--- config.mk ---
export PLATFORM = sky130hd
export DESIGN_NAME = fetch_unit
export DESIGN_NICKNAME = d
export VERILOG_FILES = /design/src/rtl/fetch_unit_pkg.sv /design/src/rtl/fetch_unit_queue.sv /design/src/rtl/fetch_unit.sv
export SDC_FILE = /design/constraint.sdc
export NUM_CORES = 1
export LEC_CHECK = 0
export CORE_MARGIN = 2
export CORE_UTILIZATION = 25
export DETAILED_ROUTE_END_ITERATION = 16
export HOLD_SLACK_MARGIN = 0.08
export RECOVER_POWER = 25
export SLEW_MARGIN = 20
export SYNTH_ARGS = -nofsm -noshare
export SYNTH_HDL_FRONTEND = slang
export SYNTH_SLANG_ARGS = --single-unit
--- constraint.sdc ---
create_clock -name clk -period 4.5 [get_ports clk]
set_clock_uncertainty 0.15 [all_clocks]
set_input_delay 0.9 -clock clk [delete_from_list [all_inputs] [get_ports clk]]
set_output_delay 0.9 -clock clk [all_outputs]
set_load 0.01 [all_outputs]
--- src/rtl/fetch_unit_pkg.sv ---
// rtl/fetch_unit_pkg.sv - shared constants and types for the fetch stage
//
// Purpose : default widths, reset PC and PC increment used by fetch_unit and
//           its queue, plus the default-width view of one queue entry.
// Ports   : none (package).
package fetch_unit_pkg;

   localparam int XLEN_DEFAULT = 32;
   localparam int ILEN_DEFAULT = 32;
   localparam logic [XLEN_DEFAULT-1:0] RESET_PC_DEFAULT = '0;
   localparam int PC_STEP = 4;

   typedef struct packed {
      logic [XLEN_DEFAULT-1:0] pc;
      logic [ILEN_DEFAULT-1:0] instr;
   } fetch_entry_t;

endpackage

--- src/rtl/fetch_unit_queue.sv ---
// rtl/fetch_unit_queue.sv - in-order fetch queue with alloc/fill/read pointers
//
// Purpose : ring buffer of {pc, instr}. An entry is allocated when its request
//           is accepted, filled in order by responses and popped by decode.
// Ports   : clk, rst        clock, synchronous active-high reset
//           clear           drop every entry (redirect)
//           alloc, alloc_pc allocate tail entry with its PC
//           fill, fill_instr write the oldest unfilled entry
//           pop             remove head entry
//           head_valid      head entry allocated and filled
//           head_pc/instr   head entry contents
//           used            allocated, unpopped entries
//           unfilled        allocated entries still waiting for a response
module fetch_unit_queue
   import fetch_unit_pkg::*;
#(
   parameter int XLEN  = XLEN_DEFAULT,
   parameter int ILEN  = ILEN_DEFAULT,
   parameter int DEPTH = 4
) (
   input  logic                       clk,
   input  logic                       rst,
   input  logic                       clear,
   input  logic                       alloc,
   input  logic [XLEN-1:0]            alloc_pc,
   input  logic                       fill,
   input  logic [ILEN-1:0]            fill_instr,
   input  logic                       pop,
   output logic                       head_valid,
   output logic [XLEN-1:0]            head_pc,
   output logic [ILEN-1:0]            head_instr,
   output logic [$clog2(DEPTH):0]     used,
   output logic [$clog2(DEPTH):0]     unfilled
);

   localparam int PW = $clog2(DEPTH);

   // One extra pointer bit distinguishes full from empty.
   logic [PW:0]     alloc_ptr;
   logic [PW:0]     fill_ptr;
   logic [PW:0]     rd_ptr;
   logic [XLEN-1:0] pc_q    [DEPTH];
   logic [ILEN-1:0] instr_q [DEPTH];

   always_ff @(posedge clk) begin
      if (rst || clear) begin
         alloc_ptr <= '0;
         fill_ptr  <= '0;
         rd_ptr    <= '0;
      end else begin
         if (alloc) alloc_ptr <= alloc_ptr + 1'b1;
         if (fill)  fill_ptr  <= fill_ptr + 1'b1;
         if (pop)   rd_ptr    <= rd_ptr + 1'b1;
      end
   end

   always_ff @(posedge clk) begin
      if (alloc) pc_q[alloc_ptr[PW-1:0]] <= alloc_pc;
      if (fill)  instr_q[fill_ptr[PW-1:0]] <= fill_instr;
   end

   // Fills arrive strictly in allocation order, so the head is filled exactly
   // when the fill pointer has moved past it; no per-entry flag is needed.
   assign head_valid = (rd_ptr != fill_ptr);
   assign head_pc    = pc_q[rd_ptr[PW-1:0]];
   assign head_instr = instr_q[rd_ptr[PW-1:0]];
   assign used       = alloc_ptr - rd_ptr;
   assign unfilled   = alloc_ptr - fill_ptr;

endmodule

--- src/rtl/fetch_unit.sv ---
// rtl/fetch_unit.sv - fetch stage: fetch PC, request credit, redirect handling
//
// Purpose : issues in-order instruction fetches, buffers responses in a
//           FQ_DEPTH-entry queue ahead of decode, and on redirect flushes the
//           queue and discards responses still in flight.
// Ports   : clk, rst                   clock, synchronous active-high reset
//           redirect_valid/pc          load new fetch PC and flush
//           imem_req_valid/ready/addr  request channel to instruction memory
//           imem_rsp_valid/data        in-order responses, one per request
//           if_valid/ready/instr/pc    head instruction to decode
module fetch_unit
   import fetch_unit_pkg::*;
#(
   parameter int              XLEN     = XLEN_DEFAULT,
   parameter int              ILEN     = ILEN_DEFAULT,
   parameter logic [XLEN-1:0] RESET_PC = XLEN'(RESET_PC_DEFAULT),
   parameter int              FQ_DEPTH = 4
) (
   input  logic            clk,
   input  logic            rst,
   input  logic            redirect_valid,
   input  logic [XLEN-1:0] redirect_pc,
   output logic            imem_req_valid,
   input  logic            imem_req_ready,
   output logic [XLEN-1:0] imem_req_addr,
   input  logic            imem_rsp_valid,
   input  logic [ILEN-1:0] imem_rsp_data,
   output logic            if_valid,
   input  logic            if_ready,
   output logic [ILEN-1:0] if_instr,
   output logic [XLEN-1:0] if_pc
);

   localparam int CW = $clog2(FQ_DEPTH) + 1;

   logic [XLEN-1:0] fetch_pc;
   logic [CW-1:0]   drop_cnt;
   logic [CW-1:0]   used;
   logic [CW-1:0]   unfilled;
   logic [CW:0]     credit_sum;
   logic [CW-1:0]   redirect_drop;
   logic            head_valid;
   logic            req_fire;
   logic            pop;
   logic            fill;

   // Entries in the queue plus responses still owed to discarded requests
   // bound the outstanding requests, so every response has a slot.
   assign credit_sum     = {1'b0, used} + {1'b0, drop_cnt};
   assign imem_req_valid = !rst && !redirect_valid && (credit_sum < (CW+1)'(FQ_DEPTH));
   assign imem_req_addr  = fetch_pc;
   assign req_fire       = imem_req_valid && imem_req_ready;

   assign if_valid = !rst && head_valid;
   assign pop      = if_valid && if_ready;
   assign fill     = imem_rsp_valid && (drop_cnt == '0) && !redirect_valid;

   // A response arriving in the redirect cycle retires either one pending
   // drop or one unfilled entry; either way it is discarded now, hence -1.
   // The sum never exceeds FQ_DEPTH, so CW bits of modular math are exact.
   assign redirect_drop = drop_cnt + unfilled - CW'(imem_rsp_valid);

   always_ff @(posedge clk) begin
      if (rst) begin
         fetch_pc <= RESET_PC;
         drop_cnt <= '0;
      end else if (redirect_valid) begin
         fetch_pc <= redirect_pc & ~XLEN'(3);
         drop_cnt <= redirect_drop;
      end else begin
         if (req_fire) fetch_pc <= fetch_pc + XLEN'(PC_STEP);
         if (imem_rsp_valid && (drop_cnt != '0)) drop_cnt <= drop_cnt - 1'b1;
      end
   end

   fetch_unit_queue #(
      .XLEN  (XLEN),
      .ILEN  (ILEN),
      .DEPTH (FQ_DEPTH)
   ) u_queue (
      .clk        (clk),
      .rst        (rst),
      .clear      (redirect_valid),
      .alloc      (req_fire),
      .alloc_pc   (fetch_pc),
      .fill       (fill),
      .fill_instr (imem_rsp_data),
      .pop        (pop),
      .head_valid (head_valid),
      .head_pc    (if_pc),
      .head_instr (if_instr),
      .used       (used),
      .unfilled   (unfilled)
   );

endmodule

**Word-level counts from Yosys, hierarchy flattened**

Memories as Yosys holds them, arrays and structs flattened. A register that Yosys moved wholly into a read port is not among the register bits.
Cells that the tools add are included.
W data, S select, Z words.

- Output and inout bits: 98
- Memories: 2
- Bits in read-only memories: 0
- Bits in writable memories: 256
- Word-level logic and storage cells: 48
- Bits in registers: 44
- Bits in latches: 0

Memory list:

| memory | depth | width | rd ports | clocked after memory_dff | wr ports | RTL line | source |
|---|---|---|---|---|---|---|---|
| u_queue.instr_q | 4 | 32 | 1 | 1 | 1 | fetch_unit_queue.sv:43 | `logic [ILEN-1:0] instr_q [DEPTH];` |
| u_queue.pc_q | 4 | 32 | 1 | 1 | 1 | fetch_unit_queue.sv:42 | `logic [XLEN-1:0] pc_q [DEPTH];` |

- Shift-type cells: 0
- Order comparisons: 1
- Add/subtract/negate cells: 10
- Multiplexer cells: 12
- Equal/unequal tests: 1
- Multipliers: 0
- Bitwise logic cells: 0
- Divide/modulo/power cells: 0
- Reductions and logical operators: 16

Operators by type and width:

| operator | count |
|---|---|
| $mux W32 | 2 |
| $add A32 B3 Y32 const B | 1 |
| $add A3 B1 Y3 const B | 3 |
| $logic_and A1 B1 Y1 | 8 |
| $mux W2 | 4 |
| $mux W3 | 2 |
| $sub A3 B3 Y3 | 2 |
| $add A3 B3 Y4 | 1 |
| $lt A4 B3 Y1 const B | 1 |
| $mux W1 | 4 |
| $reduce_bool A2 Y1 | 2 |
| $add A3 B3 Y3 | 1 |
| $logic_not A3 Y1 | 1 |
| $ne A3 B3 Y1 | 1 |
| $reduce_bool A3 Y1 | 1 |
| $sub A3 B1 Y3 | 1 |
| $sub A3 B1 Y3 const B | 1 |
| $logic_not A1 Y1 | 2 |
| $reduce_or A2 Y1 | 1 |
| $logic_or A1 B1 Y1 | 1 |

**Depth between registers and ports, before layout**

Gate-level depths: netlist of run 1.

- Word-level depth: 7
- Mapped depth: 14
- Gate-level depth less buffers: 12

**Hierarchy**

From an unflattened synthesis of run 1, not the netlist that was laid out.

- Cells, all modules: 668
- Area total of the unflattened synthesis: 12,139.1 µm²

By module, submodules not included:

| module | times used | cells an instance | area an instance (µm²) |
|---|---|---|---|
| fetch_unit_queue | 1 | 408 | 10,022.1 |
| fetch_unit | 1 | 260 | 2,117.0 |

**Worst setup path after synthesis of run 1**

Ideal clock, no wire load.

- Path kind: reg2reg
- From: register u_queue.alloc_ptr[0]
- To: memory u_queue.pc_q[0][10] (netlist name) (enable)
- Stages on the path, launching flop included: 13
- Library setup time: 0.390 ns
- Required time: 3.960 ns
- Path buffers: 2
- Clock period less this slack: 3.685 ns
- Arrival: 3.145 ns
- Slack: 0.815 ns
- Cell sequence: dfxtp_1 -> inv_1 -> ha_1 -> inv_1 -> fa_1 -> xor2_1 -> xnor2_1 -> ha_1 -> nor3_4 -> and4_1 -> buf_2 -> buf_2 -> and2_1

- Word-level cells in the longest chain between the ends: 7

RTL lines:

| item | RTL line | source |
|---|---|---|
| from (decl) | fetch_unit_queue.sv:39 | `logic [PW:0] alloc_ptr;` |
| from (signal assigned) | fetch_unit_queue.sv:51 | `if (alloc) alloc_ptr <= alloc_ptr + 1'b1;` |
| $sub A3 B3 Y3 | fetch_unit_queue.sv:67 | `assign used = alloc_ptr - rd_ptr;` |
| $add A3 B3 Y4 | fetch_unit.sv:49 | `assign credit_sum = {1'b0, used} + {1'b0, drop_cnt};` |
| $lt A4 B3 Y1 | fetch_unit.sv:50 | `assign imem_req_valid = !rst && !redirect_valid && (credit_sum < (CW+1)'(FQ_DEPTH));` |
| $logic_and A1 B1 Y1 | fetch_unit.sv:50 |  |
| $logic_and A1 B1 Y1 | fetch_unit.sv:52 | `assign req_fire = imem_req_valid && imem_req_ready;` |
| $mux W1 | fetch_unit_queue.sv:58 | `if (alloc) pc_q[alloc_ptr[PW-1:0]] <= alloc_pc;` |
| $mux W1 (implied by the code) | fetch_unit_queue.sv:58 |  |
| to (decl) | fetch_unit_queue.sv:42 |  |

Parallel ways exist; a longest one is shown, timed or not.

**Worst setup path in the final report of run 1**

- From: register u_queue.alloc_ptr[0]
- To: output imem_req_valid

- Word-level cells in the longest chain between the ends: 4

RTL lines:

| item | RTL line | source |
|---|---|---|
| $sub A3 B3 Y3 | fetch_unit_queue.sv:67 |  |
| $add A3 B3 Y4 | fetch_unit.sv:49 |  |
| $lt A4 B3 Y1 | fetch_unit.sv:50 |  |
| $logic_and A1 B1 Y1 | fetch_unit.sv:50 |  |
| to (decl) | fetch_unit.sv:23 | `output logic imem_req_valid,` |

Every way passes these cells.

==> results.ini, run 1 <==
[die]
dieArea_um2=48700
core-area_um2=46500
initial_core_util_pct=25.3
rows=79
die_y_um=221
io_pins=168
die_width_um=221

[synth]
syn_inst=672
yosysWarnings=0
synth_edf_count=248
ys_ff_latch=292
syn_area_um2=11700
synthFlopType=edfxtp_1
ys_types=50
yosysSeqAreaShare_pct=70.9
synth_area_per_cell_um2=17.5
async_flop_share_pct=0

[placement]
io_buffers=161
place_congestion=0.768
dp_hpwl_mm=18.6
placed_area_um2=14200

[job]
cap_violations=0

[hold_path]
hold_class=flop to flop

[global_routing]
gr-usage-met1_pct=15.3
gr-max-usage-layer=met2
grt_max_degree=47
grt.met2_usage_pct=18.9
grt_overflow=0
grt_pass1_wl_mm=41.9
grtUsageTotal_pct=11.5
grt.met3_usage_pct=2.02
antenna_found_initial=2
grt_pass1_vias=6819

[route]
routed_wl_mm=28.3
post_drt_wl_per_cell_um=18.9
drt-initial-drc-count=409
vias_per_cell=4.40
num_vias=6562
antenna_left=0
drc_errors=0
first_pass_iters=5

[critical_path]
critical_path_class=flop to primary output
worstPathMaxFanout=4
end_kind=primary output
cp-start-kind=flop
worstPathArrival_ns=3.19
required_ns=3.45

[cells_and_area]
stdcell_area_um2=15200
layout_commonest_cell=edfxtp_1
areaGrowthSynthToFinish_pct=29.1
layout_common_cells=edfxtp_1, clkdlybuf4s50_1, mux4_2
drive_gt1_share_pct=16.7
fin_nets=950

[power_and_ir_drop]
vdd_drop_max_uv=311
power.total_uw=6350
cellLeakagePower_uw=0.00487
p_per_area_nw_per_um2=419

[cts]
cts_tree=yes
cts_root_buffer=clkbuf_16
numCtsBuffers=31
clkTransAtPathRegs_ns=0.06
clk-insertion-delay-late_ns=0.57
cts_max_level=1
clock_path_buffers=3
cts.sinks=292

[sta]
fmax_ghz=0.236
holdWs_ns=0.370
worst_pin_slew_ns=0.818
slew_violations=0
finalSetupTns_ns=0
slew_headroom_pct=45.5
hold_viol=0
grt_setup_unrepaired=no
setup_viol=0
fin_crit_sh_pct=94.3
period_needed_ns=4.24

[run_status]
status=finished clean

## logic make-up (layout without fill, tap and decap cells)
group	after synthesis	count (layout)	synth area share [%]
buffers and inverters	54	263	1.98
AO/OA/AOI/OAI	66	66	3.46
multiplexers	70	70	12.6
adder cells (fa/ha/maj)	21	21	2.56
flip-flops	292	292	70.9
AND/OR/NAND/NOR	146	146	6.83
XOR/XNOR	22	22	1.64
other	1	6	0.0319
## worst paths after layout
check	startpoint	to	slack (ns)	cells after the start
worst max-delay path	u_queue.alloc_ptr[0]$_SDFFE_PP0P_	imem_req_valid	0.26	10
worst min-delay path	u_queue.rd_ptr[1]$_SDFFE_PP0P_	flop	0.37	2
worst max register to register	u_queue.alloc_ptr[0]$_SDFFE_PP0P_	imem_req_addr[12]$_SDFFE_PP0P_	1.01	12
worst min register to register	u_queue.rd_ptr[1]$_SDFFE_PP0P_	flop	0.37	2
## sequential cells by signal, summed over array words and instances, names as in the netlist, named ones only
register,flops
u_queue.rd_ptr,3
u_queue.fill_ptr,3
u_queue.instr_q,128
imem_req_addr,30
u_queue.pc_q,120
u_queue.alloc_ptr,3
drop_cnt,3
## critical path, stage by stage, from the launching register on
cell             delay, ns
dfxtp_1               0.35
inv_2                 0.12
ha_1                  0.16
inv_1                 0.05
fa_1                  0.37
xor2_1                0.16
xnor2_1               0.14
ha_1                  0.31
nor3_4                0.23
and3_1                0.21
clkdlybuf4s50_1       0.54
## per-stage QoR
step | cells | util [%] | setup WS (ns)
after floorplan | 675 | - | 0.815
after global placement | 1433 | 30.5 | 0.374
after detailed placement | 1433 | 30.5 | 0.366
after CTS | 1491 | 32.6 | 0.125
after global routing | 1493 | 32.6 | 0.0599
final | 1493 | 32.6 | 0.256
## layout make-up
type | instances | area [um^2]
Antenna cell | 2 | 5.00
Clock inverter | 20 | 185
Sequential cell | 292 | 8340
Multi-Input combinational cell | 329 | 3200
Fill cell | 4482 | 31300
Clock buffer | 38 | 802
Inverter | 21 | 78.8
Timing Repair Buffer | 184 | 1800
Tap cell | 607 | 759
## per-layer routing
metal | up-vias | share of wire, %
met4 | 0 | 2.4
met2 | 163 | 47
li1 | 3024 | -
met3 | 34 | 4.8
met5 | - | 0
met1 | 3341 | 45
## what timing repair did
action                                  4_1_cts  5_1_grt
hold buffers                                  0        0
buffers inserted                              0        0
endpoints found under the setup margin        0        1
gates resized for setup                       0        1
## cells in the mapped netlist, types with 4 or more instances
cell / number / area share [%]
a21oi_1: 23 / 0.98
a22oi_1: 4 / 0.26
a31oi_1: 7 / 0.37
and2_1: 9 / 0.48
and3_1: 4 / 0.21
buf_2: 9 / 0.38
buf_4: 5 / 0.32
clkbuf_1: 17 / 0.54
dfxtp_1: 44 / 7.5
edfxtp_1: 248 / 63
fa_1: 5 / 0.85
ha_1: 16 / 1.7
inv_1: 21 / 0.67
mux2i_1: 7 / 0.60
mux4_2: 62 / 12
nand2_1: 38 / 1.2
nand2b_1: 5 / 0.27
nand3_1: 19 / 0.81
nand4_1: 11 / 0.59
nor2_1: 25 / 0.80
nor2b_1: 6 / 0.32
nor3_1: 4 / 0.17
o211ai_1: 4 / 0.26
o21a_1: 7 / 0.45
o21ai_0: 13 / 0.55
or3_1: 4 / 0.21
xnor2_1: 17 / 1.3
xor2_1: 5 / 0.37
## where the power goes
group	switching (uW)	internal, uW
sequential	85.4	3060
combinational	353	377
clock	1040	1440
(Power assumes the default switching activity.)
==> run 2, diff against run 1 <==
--- a/config.mk
+++ b/config.mk
@@ -5,11 +5,12 @@
 export SDC_FILE = /design/constraint.sdc
 export NUM_CORES = 1
 export LEC_CHECK = 0
-export CORE_MARGIN = 2
+export CORE_ASPECT_RATIO = 2
 export CORE_UTILIZATION = 25
 export DETAILED_ROUTE_END_ITERATION = 16
 export HOLD_SLACK_MARGIN = 0.08
 export RECOVER_POWER = 25
+export SETUP_SLACK_MARGIN = 0.15
 export SLEW_MARGIN = 20
 export SYNTH_ARGS = -nofsm -noshare
 export SYNTH_HDL_FRONTEND = slang
==> results.ini, run 2 (synthesis gave the netlist of run 1 again) <==
[run_status]
status=finished clean

[global_routing]
grt_max_degree=43
grtUsageTotal_pct=12.0
grt.met2_usage_pct=22.7
grt_pass1_vias=6794
gr-usage-met1_pct=13.5
antenna_found_initial=1
grt_overflow=0
grt.met3_usage_pct=1.71
grt_pass1_wl_mm=42.6
gr-max-usage-layer=met2

[route]
post_drt_wl_per_cell_um=19.0
num_vias=6485
routed_wl_mm=28.4
antenna_left=0
drt-initial-drc-count=271
vias_per_cell=4.34
first_pass_iters=4
drc_errors=0

[cells_and_area]
n_antenna_cell=0
layout_common_cells=edfxtp_1, clkdlybuf4s50_1, mux4_2
areaGrowthSynthToFinish_pct=27.9
layout_commonest_cell=edfxtp_1
fin_nets=939
postLayoutCoreUtil_pct=32.3
largest_register_ffs=128
drive_gt1_share_pct=15.3

[power_and_ir_drop]
p_per_area_nw_per_um2=409
cellLeakagePower_uw=0.00478
vdd_drop_max_uv=231

[sta]
period_needed_ns=4.13
fmax_ghz=0.242
setup_viol=0
fin_crit_sh_pct=91.9
hold_viol=0
grt_setup_unrepaired=no
slew_violations=0
worst_pin_slew_ns=1.05
finalSetupTns_ns=0
slew_headroom_pct=29.8

[die]
io_pins=168
die_y_um=309
initial_core_util_pct=25.2
die_width_um=155
core-area_um2=46500
dieArea_um2=47900
rows=112

[placement]
dp_hpwl_mm=19.5
place_congestion=0.738
io_buffers=161

[critical_path]
cp_cell_sequence=ha_1 > inv_1 > fa_1 > xor2_1 > xnor2_1 > ha_1 > nor3_4 > and3_1 > clkdlybuf4s50_1
required_ns=3.45
worstPathArrival_ns=3.08
rr_worst_depth=11
slowest_delay_ns=0.53
critPathSlowestCell=clkdlybuf4s50_1
crit_top_cell=ha_1
end_kind=primary output
worstPathMaxFanout=4
critical_path_class=flop to primary output
cp-start-kind=flop

[cts]
cts_root_buffer=clkbuf_16
clock_path_buffers=3
cts.sinks=292
cts_max_level=1
cts_tree=yes
clkTransAtPathRegs_ns=0.07
clk-insertion-delay-late_ns=0.55
numCtsBuffers=26
hold_buffers=0

[job]
cap_violations=0

[hold_path]
whs_path_depth=2
hold_class=flop to flop

run 2: changes by cell type in the layout (fill, tap and decap cells not counted), sizes merged:
| cell | previous run | this run |
|---|---|---|
| buf | 23 | 14 |
| inv | 22 | 21 |
| clkdlybuf4s50 | 149 | 151 |
| clkinvlp | 4 | 0 |
| clkbuf | 38 | 37 |
| diode | 2 | 0 |
| dlygate4sd3 | 12 | 10 |
| clkinv | 12 | 10 |
run 2: final timing paths:
kind                                       end  slack, ns                           start
hold reg to reg                           flop       0.39  u_queue.rd_ptr[1]$_SDFFE_PP0P_
hold / removal                            flop       0.39  u_queue.rd_ptr[1]$_SDFFE_PP0P_
setup reg to reg  u_queue.pc_q[2][7]$_DFFE_PP_       1.10  u_queue.rd_ptr[0]$_SDFFE_PP0P_
setup / recovery                imem_req_valid       0.37  u_queue.rd_ptr[0]$_SDFFE_PP0P_
run 2: timing repair:
action                     4_1_cts  5_1_grt
resized for setup                1        0
buffers inserted                 0        2
setup endpoints to repair        1        1
pin swaps                        0        1
run 2: per-layer routing:
layer	up-vias	wire length, um
li1	2976	-
met2	176	15300
met5	-	9
met1	3292	10900
met3	39	1340
met4	2	774
run 2: layout make-up:
type	instances	area, um^2
flip-flops and latches	292	8340
fillers	4619	31500
well taps	627	785
inverters	21	78.8
clock buffers	34	722
repair buffers	178	1750
multi-input cells	329	3200
clock inverters	13	148
run 2: power breakdown:
group | switching (uW) | total, uW | internal, uW
sequential | 85.1 | 3140 | 3060
clock | 982 | 2290 | 1300
combinational | 348 | 718 | 369
run 2: stage by stage:
step	hold WS, ns	total power (uW)	instances	setup WS (ns)	area, um^2
2_1_floorplan	0.342	3570	675	0.815	11800
3_3_place_gp	0.371	3930	1445	0.395	14100
3_5_place_dp	0.376	3940	1445	0.426	14100
4_1_cts	0.387	6240	1492	0.224	15000
5_1_grt	0.415	6390	1494	0.168	15000
6_report	0.388	6150	1494	0.367	15000
run 2: worst max-delay path: cells and delay by family (launching register included):
family / cells / cell delay, ns
buf+inv: 2 / 0.58
flops: 1 / 0.42
simple gates: 2 / 0.38
xor+xnor: 2 / 0.30
fa+ha+maj: 3 / 0.86
==> run 3, diff against run 2 <==
--- a/config.mk
+++ b/config.mk
@@ -7,11 +7,11 @@
 export LEC_CHECK = 0
 export CORE_ASPECT_RATIO = 2
 export CORE_UTILIZATION = 25
+export CTS_CLUSTER_SIZE = 16
 export DETAILED_ROUTE_END_ITERATION = 16
 export HOLD_SLACK_MARGIN = 0.08
 export RECOVER_POWER = 25
 export SETUP_SLACK_MARGIN = 0.15
-export SLEW_MARGIN = 20
 export SYNTH_ARGS = -nofsm -noshare
 export SYNTH_HDL_FRONTEND = slang
 export SYNTH_SLANG_ARGS = --single-unit
==> results.ini, run 3 (synthesis gave the netlist of run 1 again) <==
[cells_and_area]
stdcell_count=1495
drive_gt1_share_pct=15.3
n_antenna_cell=0
layout_common_cells=edfxtp_1, clkdlybuf4s50_1, mux4_2
fin_nets=939
layout_commonest_cell=edfxtp_1
areaGrowthSynthToFinish_pct=28.1
largest_register_ffs=128

[global_routing]
grt_pass1_wl_mm=42.9
grtUsageTotal_pct=12.1
grt_max_degree=43
grt_overflow=0
antenna_found_initial=1
grt_pass1_vias=6802

[placement]
placed_cells=1445
io_buffers=161
dp_hpwl_mm=19.5
place_congestion=0.738

[route]
post_drt_wl_per_cell_um=19.1
first_pass_iters=4
routed_wl_mm=28.6
vias_per_cell=4.34
num_vias=6486
drc_errors=0
drt-initial-drc-count=322
antenna_left=0

[sta]
holdWs_ns=0.387
slew_headroom_pct=28.5
worst_pin_slew_ns=1.07
fin_crit_sh_pct=92.0
fmax_ghz=0.242
period_needed_ns=4.14
finalSetupTns_ns=0
grt_setup_unrepaired=no
slew_violations=0
hold_viol=0
setup_viol=0

[die]
initial_core_util_pct=25.2
rows=112
die_width_um=155
io_pins=168
die_y_um=309
core-area_um2=46500
dieArea_um2=47900

[cts]
clk-insertion-delay-late_ns=0.55
clkTransAtPathRegs_ns=0.07
cts.sinks=292
cts_max_level=1
cts_root_buffer=clkbuf_16
clock_path_buffers=3
cts_tree=yes
numCtsBuffers=26
hold_buffers=0

[critical_path]
cp-start-kind=flop
crit_cells=9
critical_path_class=flop to primary output
critical_path_buf_inv_count=2
crit_top_cell=ha_1
end_kind=primary output
cp_cell_sequence=ha_1 > inv_1 > fa_1 > xor2_1 > xnor2_1 > ha_1 > nor3_4 > and3_1 > clkdlybuf4s50_1
critPathSlowestCell=clkdlybuf4s50_1
required_ns=3.45
slowest_delay_ns=0.53
critPathTopFamily=adder cells
worstPathArrival_ns=3.09
worstPathMaxFanout=4
rr_worst_depth=11

[hold_path]
whs_path_depth=2
hold_class=flop to flop

[power_and_ir_drop]
vdd_drop_max_uv=199
p_per_area_nw_per_um2=413
cellLeakagePower_uw=0.00477

[job]
cap_violations=0

[run_status]
status=finished clean

-- run 3: repair_timing --
item | 4_1_cts | 5_1_grt
buffers inserted | 0 | 2
resized for setup | 1 | 0
pin swaps | 0 | 1
setup endpoints to repair | 1 | 1
-- run 3: layout make-up --
class,instances,area [um^2]
Timing Repair Buffer,178,1750
Fill cell,4612,31500
Inverter,21,78.8
Clock buffer,35,726
Multi-Input combinational cell,329,3200
Tap cell,627,785
Clock inverter,13,169
Sequential cell,292,8340
-- run 3: worst paths after layout --
path	start	end	slack, ns
max	u_queue.rd_ptr[0]$_SDFFE_PP0P_	imem_req_valid	0.36
min	u_queue.rd_ptr[1]$_SDFFE_PP0P_	flop	0.39
max reg2reg	u_queue.rd_ptr[0]$_SDFFE_PP0P_	u_queue.pc_q[2][14]$_DFFE_PP_	1.09
min reg2reg	u_queue.rd_ptr[1]$_SDFFE_PP0P_	flop	0.39
-- run 3: worst reg2reg max path, stage by stage (launching register included) --
cell and delay [ns]:
dfxtp_1 0.42, ha_1 0.18, inv_1 0.05, fa_1 0.37
xor2_1 0.16, xnor2_1 0.14, ha_1 0.31, nor3_4 0.19
and4_1 0.25, buf_4 0.20, and2_1 0.14, buf_4 0.44
-- run 3: through the flow --
| stage | power [uW] | util, % | worst slack (ns) | instance area (um^2) |
|---|---|---|---|---|
| 6_report | 6220 | 32.3 | 0.360 | 15000 |
| 5_1_grt | 6470 | 32.3 | 0.153 | 15000 |
| 4_1_cts | 6310 | 32.3 | 0.210 | 15000 |
| 3_5_place_dp | 3940 | 30.4 | 0.426 | 14100 |
| 3_3_place_gp | 3930 | 30.4 | 0.395 | 14100 |
| 2_1_floorplan | 3570 | - | 0.815 | 11800 |
-- run 3: power breakdown --
group          internal (uW)  total [uW]  leakage, uW  switching (uW)
clock                   1360        2360     0.000424             995
combinational            370         719      0.00173             349
sequential              3060        3140      0.00263            85.8
-- run 3: layer usage --
metal / wire length (um) / global-route usage (%) / vias to the layer above / part of all wire, %
met5: 9 / 0 / - / 0.031
met4: 734 / 4.31 / 2 / 2.6
met3: 1240 / 1.74 / 40 / 4.3
met2: 15500 / 22.9 / 165 / 54
met1: 11100 / 13.7 / 3298 / 39
li1: - / - / 2981 / -
